===== src/rtl/mmio_uart_tx_pkg.sv =====
// Shared definitions for the memory-mapped UART transmitter: register offsets,
// STATUS bit positions, transmit FSM states and the default baud divisor.
package mmio_uart_tx_pkg;

  localparam logic [1:0] OFF_TXDATA   = 2'd0;
  localparam logic [1:0] OFF_STATUS   = 2'd1;
  localparam logic [1:0] OFF_BAUDDIV  = 2'd2;
  localparam logic [1:0] OFF_RESERVED = 2'd3;

  localparam int STAT_SHIFTING = 0;
  localparam int STAT_FULL     = 1;
  localparam int STAT_EMPTY    = 2;
  localparam int STAT_OVERFLOW = 3;
  localparam int STAT_CNT_LSB  = 4;
  localparam int STAT_CNT_MSB  = 8;

  localparam logic [15:0] BAUD_DIV_DEFAULT = 16'd434;

  typedef enum logic [1:0] {
    ST_IDLE  = 2'd0,
    ST_START = 2'd1,
    ST_DATA  = 2'd2,
    ST_STOP  = 2'd3
  } uart_state_e;

endpackage


===== src/rtl/mmio_uart_tx_sync_fifo.sv =====
// Synchronous FIFO with combinational head read; a push into a full FIFO is
// accepted when a pop happens on the same edge.
module sync_fifo #(
  parameter int WIDTH = 8,
  parameter int DEPTH = 4
) (
  input  logic                     clk,
  input  logic                     reset,
  input  logic                     push,
  input  logic                     pop,
  input  logic [WIDTH-1:0]         wdata,
  output logic [WIDTH-1:0]         rdata,
  output logic                     full,
  output logic                     empty,
  output logic [$clog2(DEPTH):0]   count
);
  localparam int AW = $clog2(DEPTH);
  localparam int CW = AW + 1;

  logic [WIDTH-1:0] mem [DEPTH];
  logic [AW-1:0]    wr_ptr;
  logic [AW-1:0]    rd_ptr;
  logic             do_push;
  logic             do_pop;

  assign full    = (count == CW'(DEPTH));
  assign empty   = (count == '0);
  assign do_pop  = pop && !empty;
  assign do_push = push && (!full || do_pop);
  assign rdata   = mem[rd_ptr];

  always_ff @(posedge clk) begin
    if (reset) begin
      wr_ptr <= '0;
      rd_ptr <= '0;
      count  <= '0;
    end else begin
      if (do_push) wr_ptr <= wr_ptr + AW'(1);
      if (do_pop)  rd_ptr <= rd_ptr + AW'(1);
      case ({do_push, do_pop})
        2'b10:   count <= count + CW'(1);
        2'b01:   count <= count - CW'(1);
        default: count <= count;
      endcase
    end
  end

  // Storage needs no reset: entries are only read once count says they are valid.
  always_ff @(posedge clk) begin
    if (do_push) mem[wr_ptr] <= wdata;
  end

endmodule


===== src/rtl/mmio_uart_tx.sv =====
// Memory-mapped 8N1 UART transmitter answering MEM-stage loads/stores.
// state | meaning: IDLE line high | START start bit | DATA 8 bits LSB first | STOP stop bit
module mmio_uart_tx
  import mmio_uart_tx_pkg::*;
#(
  parameter logic [31:0] BASE_ADDR      = 32'h1001_0000,
  parameter int          FIFO_DEPTH     = 4,
  parameter logic [15:0] BAUD_DIV_RESET = BAUD_DIV_DEFAULT
) (
  input  logic        clk,
  input  logic        reset,
  input  logic        MemRead,
  input  logic        MemWrite,
  input  logic [31:0] Address,
  input  logic [31:0] WriteData,
  output logic [31:0] ReadData,
  output logic        Selected,
  output logic        Tx,
  output logic        Busy
);
  localparam int CW = $clog2(FIFO_DEPTH) + 1;

  logic [1:0]    offset;
  logic          wr_txdata;
  logic          wr_status;
  logic          wr_baud;
  logic          pop;
  logic          fifo_full;
  logic          fifo_empty;
  logic [7:0]    fifo_data;
  logic [CW-1:0] fifo_count;
  logic [15:0]   baud_div;
  logic [15:0]   eff_div;
  logic          overflow;
  logic [31:0]   status;
  uart_state_e   state;
  logic          tx_q;
  logic [15:0]   period;
  logic [15:0]   baud_cnt;
  logic [2:0]    bit_idx;
  logic [7:0]    shift;
  logic          bit_done;
  logic          unused_bits;

  assign Selected  = (Address[31:4] == BASE_ADDR[31:4]);
  assign offset    = Address[3:2];
  assign wr_txdata = Selected && MemWrite && (offset == OFF_TXDATA);
  assign wr_status = Selected && MemWrite && (offset == OFF_STATUS);
  assign wr_baud   = Selected && MemWrite && (offset == OFF_BAUDDIV);
  assign unused_bits = ^{Address[1:0], WriteData[31:16]};

  assign eff_div  = (baud_div == 16'd0) ? 16'd1 : baud_div;
  assign bit_done = (baud_cnt == period - 16'd1);
  // A new frame starts from IDLE, or straight out of the last stop-bit cycle.
  assign pop = !fifo_empty && ((state == ST_IDLE) || ((state == ST_STOP) && bit_done));

  assign Tx   = tx_q;
  assign Busy = (state != ST_IDLE) || !fifo_empty;

  sync_fifo #(
    .WIDTH (8),
    .DEPTH (FIFO_DEPTH)
  ) u_fifo (
    .clk   (clk),
    .reset (reset),
    .push  (wr_txdata),
    .pop   (pop),
    .wdata (WriteData[7:0]),
    .rdata (fifo_data),
    .full  (fifo_full),
    .empty (fifo_empty),
    .count (fifo_count)
  );

  always_ff @(posedge clk) begin
    if (reset) begin
      baud_div <= BAUD_DIV_RESET;
      overflow <= 1'b0;
    end else begin
      if (wr_baud) baud_div <= WriteData[15:0];
      if (wr_txdata && fifo_full && !pop) overflow <= 1'b1;
      else if (wr_status && WriteData[STAT_OVERFLOW]) overflow <= 1'b0;
    end
  end

  always_comb begin
    status = '0;
    status[STAT_SHIFTING] = (state != ST_IDLE);
    status[STAT_FULL]     = fifo_full;
    status[STAT_EMPTY]    = fifo_empty;
    status[STAT_OVERFLOW] = overflow;
    status[STAT_CNT_MSB:STAT_CNT_LSB] = 5'(fifo_count);
  end

  always_comb begin
    ReadData = '0;
    if (Selected && MemRead) begin
      case (offset)
        OFF_STATUS:  ReadData = status;
        OFF_BAUDDIV: ReadData = {16'd0, baud_div};
        default:     ReadData = '0;
      endcase
    end
  end

  always_ff @(posedge clk) begin
    if (reset) begin
      state    <= ST_IDLE;
      tx_q     <= 1'b1;
      period   <= 16'd0;
      baud_cnt <= 16'd0;
      bit_idx  <= 3'd0;
      shift    <= 8'd0;
    end else if (pop) begin
      state    <= ST_START;
      tx_q     <= 1'b0;
      period   <= eff_div;
      shift    <= fifo_data;
      baud_cnt <= 16'd0;
      bit_idx  <= 3'd0;
    end else begin
      case (state)
        ST_IDLE: begin
          tx_q     <= 1'b1;
          baud_cnt <= 16'd0;
          bit_idx  <= 3'd0;
        end
        ST_START: begin
          if (bit_done) begin
            state    <= ST_DATA;
            tx_q     <= shift[0];
            baud_cnt <= 16'd0;
            bit_idx  <= 3'd0;
          end else begin
            baud_cnt <= baud_cnt + 16'd1;
          end
        end
        ST_DATA: begin
          if (bit_done) begin
            baud_cnt <= 16'd0;
            if (bit_idx == 3'd7) begin
              state   <= ST_STOP;
              tx_q    <= 1'b1;
              bit_idx <= 3'd0;
            end else begin
              bit_idx <= bit_idx + 3'd1;
              shift   <= {1'b0, shift[7:1]};
              tx_q    <= shift[1];
            end
          end else begin
            baud_cnt <= baud_cnt + 16'd1;
          end
        end
        ST_STOP: begin
          if (bit_done) begin
            state    <= ST_IDLE;
            baud_cnt <= 16'd0;
          end else begin
            baud_cnt <= baud_cnt + 16'd1;
          end
        end
        default: state <= ST_IDLE;
      endcase
    end
  end

endmodule


===== config.mk =====
export PLATFORM = sky130hd
export DESIGN_NAME = mmio_uart_tx
export DESIGN_NICKNAME = d
export VERILOG_FILES = /design/src/rtl/mmio_uart_tx_pkg.sv /design/src/rtl/mmio_uart_tx_sync_fifo.sv /design/src/rtl/mmio_uart_tx.sv
export SDC_FILE = /design/constraint.sdc
export NUM_CORES = 1
export LEC_CHECK = 0
export BUFFER_PORTS_ARGS = -buffer_cell sky130_fd_sc_hd__buf_2
export CAP_MARGIN = 10
export CELL_PAD_IN_SITES_DETAIL_PLACEMENT = 0
export CELL_PAD_IN_SITES_GLOBAL_PLACEMENT = 1
export CORE_MARGIN = 2
export CORE_UTILIZATION = 48
export CTS_BUF_LIST = sky130_fd_sc_hd__clkbuf_4
export DETAILED_ROUTE_END_ITERATION = 8
export PLACE_DENSITY = 0.91
export SLEW_MARGIN = 20
export SYNTH_ARGS = -nofsm -noshare
export SYNTH_HDL_FRONTEND = slang
export SYNTH_HIERARCHICAL = 1
export SYNTH_SLANG_ARGS = --single-unit
export TNS_END_PERCENT = 30

===== constraint.sdc =====
create_clock -name clk -period 6.53 [get_ports clk]
set_input_delay 0.3265 -clock clk [delete_from_list [all_inputs] [get_ports clk]]
set_output_delay 0.3265 -clock clk [all_outputs]
set_load 0.05 [all_outputs]

==> impl_metrics.ini, run 1 <==
[cells_and_area]
final_cells = 728
antenna_cells = 0
fin_nets = 666
utilization_pct = 52.40
layout-drive-gt1-share_pct = 18.80
syn2layout_area_growth_pct = 7.726

[global_routing]
antenna_found_initial = 0
grt_overflow = 0
grt_pass1_vias = 4008
grt.busiest_layer = met2
track_usage_pct = 19.06
grt_use_met3_pct = 3.116
met2_usage_pct = 32.11
grt_max_degree = 35
use_met1_pct = 24.83
grt_pass1_wl_mm = 19.17

[critical_path]
cp_top_family = simple AND/OR/NAND/NOR gates
cp.arrival_ns = 5.36
crit_path_max_incr_delay_ns = 0.60
cp_max_fo = 10
regToRegSetupSlack_ns = 1.56
crit_path_start_kind = flip-flop
worstSetupEndpointType = flip-flop
required_ns = 6.93
crit_path_top_delay_cell = or4b_1
crit_type = reg -> reg
path_cells = inv_1, ha_1, or4b_1, or4_1, a32o_1, o21ai_4, and4_1, nor2_2, inv_1, o31a_1, nand2b_1, fa_1, nand2b_1, o31ai_2, mux2_1
path_buf_inv = 2

[die]
ios = 103
initial_core_util_pct = 48.64
std_cell_rows = 39
core_area_mm2 = 0.01132
die-area_mm2 = 0.01234
die_w_um = 111.1
die_h_um = 111.1

[clock_tree]
clock_latency_ns = 0.48
cts-root-buf = clkbuf_4
clock_path_buffers = 2
cts_sinks = 104
ctsHoldBuffers = 0
post_cts_buffers = 0
cts_buffers = 9
cts_tree = done
htree_levels = 3
postCtsResizedCells = 0
cts.clk_slew.worst_paths_ns = 0.18

[placement]
io_buffers = 68
placed_cells = 712
dpl.hpwl_mm = 8.742
finalWeightedCongestion = 0.8857

[drt]
first_iter_violations = 186
drc = 0
vias_per_cell = 5.723
num_vias = 4166
avgRoutedWirePerCell_um = 16.27
ant_nets = 0
wl_mm = 11.85
drt_pass1_iterations = 4

[power_and_ir_drop]
p_total_mw = 1.055
p_leak_nw = 2.200
power.density_mw_per_mm2 = 177.9
ir_drop_mv = 0.1426

[synth]
post_synth_num_cell_types = 74
synth_top_area_share_pct = 26.18
yosysWarnings = 6
synth_area_mm2 = 0.005507
ys_async_sr_fraction_pct = 0
dominantRegCellSynth = dfxtp_1
post-synth-top-count-cell = dfxtp_1
syn-instance-count = 535
synth_commonest_cells = dfxtp_1 (72), nor2_1 (60), edfxtp_1 (32)
synth-seq-cells = 104
synth_top_cell_by_area = dfxtp_1
synth_edf_count = 32
postSynthAreaPerCell_um2 = 10.29
seq_area_frac_synth_pct = 43.63
synthTopCellsByArea = dfxtp_1 (26%), edfxtp_1 (17%), nor2_1 (4.1%), ha_1 (3.9%), xnor2_1 (3.7%)

[sta]
grt_setup_unrepaired = no
hold_violations = 0
tightest_slew_ns = 1.000
setup_viol = 0
finClkSkew_ns = 0.01575
finalCritPeriodShare_pct = 76.04
fmax_mhz = 201.4
relSlewSlack_pct = 33.32
setup_tns_ns = 0
holdWs_ns = 0.06996
period_minus_slack_ns = 4.966
slew_violations = 0

[flow_run]
maxCapViolCount = 0

[outcome]
outcome = complete, no violations

[hold_path]
worstHoldPathType = in -> reg
-- metal layers --
metal	up-vias	share of wire (%)
li1	2022	-
met1	2013	45
met2	114	48
met3	17	4.5
met4	0	2.0
met5	-	0
-- cells in the final DEF (no fill, tap or decap), drive strengths merged, types with 9 or more instances in the layout --
| cell | count |
|---|---|
| a21oi | 9 |
| nor4 | 13 |
| nor3 | 11 |
| xor2 | 14 |
| mux2i | 17 |
| inv | 25 |
| and3 | 9 |
| buf | 68 |
| nor2 | 61 |
| conb | 16 |
| and2 | 13 |
| dfxtp | 72 |
| xnor2 | 23 |
| clkbuf | 9 |
| nand2 | 18 |
| a22o | 14 |
| nand3 | 15 |
| ha | 17 |
| nand4 | 13 |
| edfxtp | 32 |
-- registers in the layout (all words and copies together), names as in the netlist, named ones only --
signal,count
baud_cnt,16
state,2
period,16
u_fifo/rd_ptr,2
baud_div,16
u_fifo/count,3
u_fifo/wr_ptr,2
bit_idx,3
Tx,1
overflow,1
shift,8
u_fifo/mem,32
-- worst paths after layout --
path	start	to	cells past startpoint
worst max register to register	period[0]$_SDFFE_PP0N_	u_fifo/count[2]$_SDFFE_PP0P_	15
worst min-delay path	WriteData[15]	baud_div[15]$_SDFFE_PP0P_	3
worst min register to register	overflow$_SDFFE_PP0P_	overflow$_SDFFE_PP0P_	2
worst max-delay path	period[0]$_SDFFE_PP0N_	u_fifo/count[2]$_SDFFE_PP0P_	15
-- cell families after synthesis --
group	synth area share (%)
compound gates	13.59
fa+ha+maj	4.226
flops	43.63
xor+xnor	5.885
other cells	0.06810
mux	6.567
buf+inv	7.021
simple gates	19.02
-- metrics by stage --
| step | setup slack (ns) | cell area, um2 |
|---|---|---|
| 2_1_floorplan | 2.263 | 5563 |
| 4_1_cts | 1.632 | 5926 |
| 5_1_grt | 1.321 | 5932 |
| 3_5_place_dp | 1.689 | 5774 |
| 3_3_place_gp | 1.814 | 5774 |
| 6_report | 1.564 | 5932 |
-- area by class of cell --
class | count | area, um2
Inverter | 21 | 78.83
Timing Repair Buffer | 68 | 340.3
Sequential cell | 104 | 2402
Tap cell | 143 | 178.9
Clock buffer | 9 | 67.56
Clock inverter | 7 | 83.83
Fill cell | 1029 | 5389
Multi-Input combinational cell | 376 | 2780
-- where the power goes --
part           internal [mW]  total [mW]   switching, mW  leakage (nW)
clock                 0.0935       0.339           0.246        0.0802
sequential             0.665       0.665  0.000000000102         0.867
combinational         0.0135      0.0511          0.0375          1.25
-- tightest hold or removal path, stage by stage --
cell and delay [ns]:
buf_2 0.07, mux2i_1 0.05, nor2_1 0.07
No activity file was read; power rests on OpenSTA's default activity.
==> run 2, diff against run 1 <==
Settings changed: CORE_UTILIZATION 48 to 45, PLACE_DENSITY 0.91 to 0.86.
Clock period 6.53 ns to 4.93 ns, I/O delays scaled along.
==> run 2 against run 1 <==
Net effect:
- largest power group unchanged
- sequential power grew 32%
- via count grew 1.9%
- core utilization shrank 1.6 points
- global-route usage rose by 0.39 points
- hold slack worse by 0.032 ns
- die area up 6.4%
==> impl_metrics.ini, run 2 (same netlist as run 1, synthesis figures left out) <==
[critical_path]
crit_path_max_incr_delay_ns = 0.60
cp.arrival_ns = 5.07
required_ns = 5.32
crit_path_top_delay_cell = or4b_1
crit_path_start_kind = flip-flop
worstSetupEndpointType = flip-flop
crit_type = reg -> reg
path_cells = inv_1, ha_1, or4b_1, or4_1, a32o_1, o21ai_4, and4_2, nor2_2, inv_1, o31a_1, nand2b_1, fa_1, nand2b_1, o31ai_2, mux2_1
cp_max_fo = 10

[drt]
vias_per_cell = 5.685
num_vias = 4247
drt_pass1_iterations = 4
wl_mm = 12.28
ant_nets = 0
drc = 0
first_iter_violations = 176
avgRoutedWirePerCell_um = 16.44

[cells_and_area]
largest_reg_flops = 32
fin_nets = 681
final_cell_mix = dfxtp_1 (72), buf_2 (68), nor2_1 (60)
syn2layout_area_growth_pct = 10.34
finalInstanceArea_mm2 = 0.006076
layout-drive-gt1-share_pct = 18.83
antenna_cells = 0
regMostFlops = u_fifo/mem
final_common_cell = dfxtp_1

[die]
die-area_mm2 = 0.01314
ios = 103
std_cell_rows = 40
die_h_um = 114.6
core_area_mm2 = 0.01196
initial_core_util_pct = 46.04
die_w_um = 114.6

[power_and_ir_drop]
power.density_mw_per_mm2 = 231.8
p_total_mw = 1.408
ir_drop_mv = 0.1730
p_leak_nw = 2.265

[outcome]
outcome = complete, no violations

[placement]
dpl_cell_area_mm2 = 0.005794
io_buffers = 68
finalWeightedCongestion = 0.8236
dpl.hpwl_mm = 9.001

[clock_tree]
clock_path_buffers = 2
cts_sinks = 104
clock_latency_ns = 0.48
cts-root-buf = clkbuf_4
post_cts_buffers = 0
htree_levels = 3
cts.clk_slew.worst_paths_ns = 0.18
cts_tree = done
cts_buffers = 9

[sta]
period_minus_slack_ns = 4.681
tightest_slew_ns = 0.9681
setup_viol = 0
relSlewSlack_pct = 35.46
finalCritPeriodShare_pct = 94.95
hold_violations = 0
finClkSkew_ns = 0.02057
holdWs_ns = 0.03845
slew_violations = 0
fmax_mhz = 213.6
grt_setup_unrepaired = no
setup_tns_ns = 0

[global_routing]
grt_overflow = 0
grt_max_degree = 35
track_usage_pct = 19.45
grt_pass1_wl_mm = 20.15
antenna_found_initial = 0
grt_pass1_vias = 4031

[hold_path]
worstHoldPathType = in -> reg

[flow_run]
maxCapViolCount = 0
[run 2: cell count changes in the layout (fill, tap and decap cells not counted), sizes merged]
cell,previous run,this run
buf,68,70
clkinv,3,2
dlygate4sd3,0,13
inv,25,26
[run 2: stage by stage]
step | cells | utilization, % | setup WS, ns
5_1_grt | 747 | 50.80 | 0.03301
2_1_floorplan | 550 | - | 0.6635
3_5_place_dp | 718 | 48.44 | 0.3020
6_report | 747 | 50.80 | 0.2490
4_1_cts | 746 | 50.65 | 0.2681
3_3_place_gp | 718 | 48.44 | 0.3811
[run 2: what timing repair did]
item,4_1_cts,5_1_grt
hold buffers,12,1
endpoints found under the hold margin,22,4
setup endpoints to repair,0,1
resized for setup,0,1
[run 2: routing by layer]
layer  part of all wire [%]  global-route usage [%]
met5                      0                       0
met4                    2.1                   6.016
met3                    5.5                   3.706
met2                     48                   31.95
met1                     45                   26.01
[run 2: critical path: cells and delay by family, from the launching register on]
| family | cells | cell delay, ns |
|---|---|---|
| fa+ha+maj | 2 | 0.73 |
| mux | 1 | 0.34 |
| buf+inv | 2 | 0.26 |
| compound gates | 4 | 1.00 |
| simple gates | 6 | 1.88 |
| flops | 1 | 0.38 |
[run 2: final cells by class]
cell class,instances,area [um2]
repair buffers,83,485.5
well taps,147,183.9
clock inverters,7,76.32
multi-input cells,376,2781
fillers,1037,5886
flip-flops and latches,104,2402
clock buffers,9,67.56
inverters,21,78.83
[run 2: power breakdown]
part           switching (mW)  total, mW  internal [mW]
combinational          0.0518     0.0765         0.0247
clock                   0.327      0.451          0.123
sequential     0.000000000135      0.881          0.881
[run 2: final timing paths]
kind,start,to,slack [ns],cells after the start
worst min register to register,shift[5]$_SDFFE_PP0P_,shift[5]$_SDFFE_PP0P_,0.50,2
worst min-delay path,WriteData[7],u_fifo/mem[2][7]$_DFFE_PP_,0.04,1
worst max register to register,period[0]$_SDFFE_PP0N_,u_fifo/count[2]$_SDFFE_PP0P_,0.25,15
worst max-delay path,period[0]$_SDFFE_PP0N_,u_fifo/count[2]$_SDFFE_PP0P_,0.25,15
==> run 3, diff against run 2 <==
Settings changed: CORE_UTILIZATION 45 to 43, CTS_BUF_LIST sky130_fd_sc_hd__clkbuf_4 to not set, PLACE_DENSITY 0.86 to 0.83.
==> run 3 against run 2 <==
Net effect:
- first-iteration DRC count rose by 3.4%
- fmax rose by 1.8%
- clock power rose by 60%
- core utilization fell by 2.0 points
- global-route usage fell by 1.0 points
- sequential share of layout area fell by 0.40 points
- routed wire length fell by 1.5%
- largest cell class unchanged
- critical endpoint unchanged
==> impl_metrics.ini, run 3 (same netlist as run 1, synthesis figures left out) <==
[placement]
finalWeightedCongestion = 0.8450
io_buffers = 68
placed_cells = 743
dpl.hpwl_mm = 8.953

[sta]
slew_violations = 0
setup_viol = 0
period_minus_slack_ns = 4.597
fmax_mhz = 217.5
tightest_slew_ns = 0.9790
grt_setup_unrepaired = no
relSlewSlack_pct = 34.49
finClkSkew_ns = 0.01558
finalCritPeriodShare_pct = 93.25
setup_tns_ns = 0
hold_violations = 0

[cells_and_area]
largest_reg_flops = 32
final_common_cell = dfxtp_1
regMostFlops = u_fifo/mem
regArea_mm2 = 0.002402
final_cell_mix = dfxtp_1 (72), buf_2 (68), nor2_1 (60)
multi_input_area_mm2 = 0.002785
syn2layout_area_growth_pct = 11.47
layout-drive-gt1-share_pct = 19.42
antenna_cells = 0
final_cells = 759
fin_nets = 668
fillers = 1128

[clock_tree]
ctsHoldBuffers = 0
cts_sinks = 104
cts.clk_slew.worst_paths_ns = 0.08
cts_buffers = 9
cts-root-buf = clkbuf_16
cts_tree = done
post_cts_buffers = 0
postCtsResizedCells = 0
clock_path_buffers = 2
htree_levels = 3
clock_latency_ns = 0.35

[critical_path]
crit_type = reg -> reg
required_ns = 5.17
path_buf_inv = 2
path_cells = inv_1, ha_1, or4b_4, or4_1, a32o_1, o21ai_4, and4_2, nor2_2, inv_1, o31a_1, nand2b_1, fa_1, nand2b_1, o31ai_2, mux2_1
cp.arrival_ns = 4.84
crit_path_max_incr_delay_ns = 0.55
cp_max_fo = 10
cp_top_family = simple AND/OR/NAND/NOR gates
crit_path_start_kind = flip-flop
crit_path_top_delay_cell = or4b_4
worstSetupEndpointType = flip-flop

[power_and_ir_drop]
p_leak_nw = 2.279
power.density_mw_per_mm2 = 271.6
ir_drop_mv = 0.1954

[hold_path]
worstHoldPathType = in -> reg

[drt]
ant_nets = 0
vias_per_cell = 5.462
drt_pass1_iterations = 5
avgRoutedWirePerCell_um = 15.94
num_vias = 4146
wl_mm = 12.10
drc = 0
first_iter_violations = 182

[die]
die_h_um = 117.2
initial_core_util_pct = 43.81
core_area_mm2 = 0.01257
ios = 103
std_cell_rows = 41
die_w_um = 117.2
die-area_mm2 = 0.01373

[global_routing]
grt_pass1_vias = 3888
grt_pass1_wl_mm = 19.59
antenna_found_initial = 0
grt_overflow = 0
track_usage_pct = 18.40
grt_max_degree = 35

[flow_run]
maxCapViolCount = 0

[outcome]
outcome = complete, no violations
run 3: tightest hold or removal path: cells and delay by family:
kind	cells	cell delay, ns
buffers and inverters	1	0.08
muxes	1	0.06
and+or+nand+nor	1	0.06
run 3: path summary, 6_finish.rpt:
| path | cells after the start | endpoint | start | slack (ns) |
|---|---|---|---|---|
| worst min-delay path | 3 | baud_div[8]$_SDFFE_PP1P_ | WriteData[8] | 0.13 |
| worst max register to register | 15 | u_fifo/count[2]$_SDFFE_PP0P_ | period[0]$_SDFFE_PP0N_ | 0.33 |
| worst max-delay path | 15 | u_fifo/count[2]$_SDFFE_PP0P_ | period[0]$_SDFFE_PP0N_ | 0.33 |
| worst min register to register | 2 | overflow$_SDFFE_PP0P_ | overflow$_SDFFE_PP0P_ | 0.48 |
run 3: stage by stage:
stage | total power [mW] | utilization (%) | setup WS (ns) | cell area, um2 | hold WS [ns]
2_1_floorplan | 0.9492 | - | 0.6635 | 5563 | 0.3454
3_3_place_gp | 0.9660 | 46.35 | 0.3873 | 5826 | 0.4644
3_5_place_dp | 0.9675 | 46.35 | 0.2826 | 5826 | 0.4745
4_1_cts | 1.682 | 48.75 | 0.2644 | 6127 | 0.1169
5_1_grt | 1.726 | 48.84 | 0.02837 | 6138 | 0.1359
6_report | 1.667 | 48.84 | 0.3328 | 6138 | 0.1295
run 3: cell type report:
class,instances,share of cell area [%]
Inverter,21,1.284
Clock buffer,9,3.669
Multi-Input combinational cell,376,45.37
Sequential cell,104,39.14
Tap cell,172,3.506
Timing Repair Buffer,70,5.789
Clock inverter,7,1.243
run 3: per-layer routing:
metal | track usage (%) | vias up | wire length (um)
met2 | 30.84 | 108 | 5890
met3 | 3.347 | 4 | 569
met1 | 24.60 | 2008 | 5583
li1 | - | 2026 | -
met5 | 0 | - | 0
met4 | 4.863 | 0 | 55
run 3: power by group:
part           internal, mW  total (mW)   switching, mW
combinational        0.0180      0.0680          0.0500
sequential            0.879       0.879  0.000000000135
clock                 0.363       0.720           0.357
total                  1.26        1.67           0.407
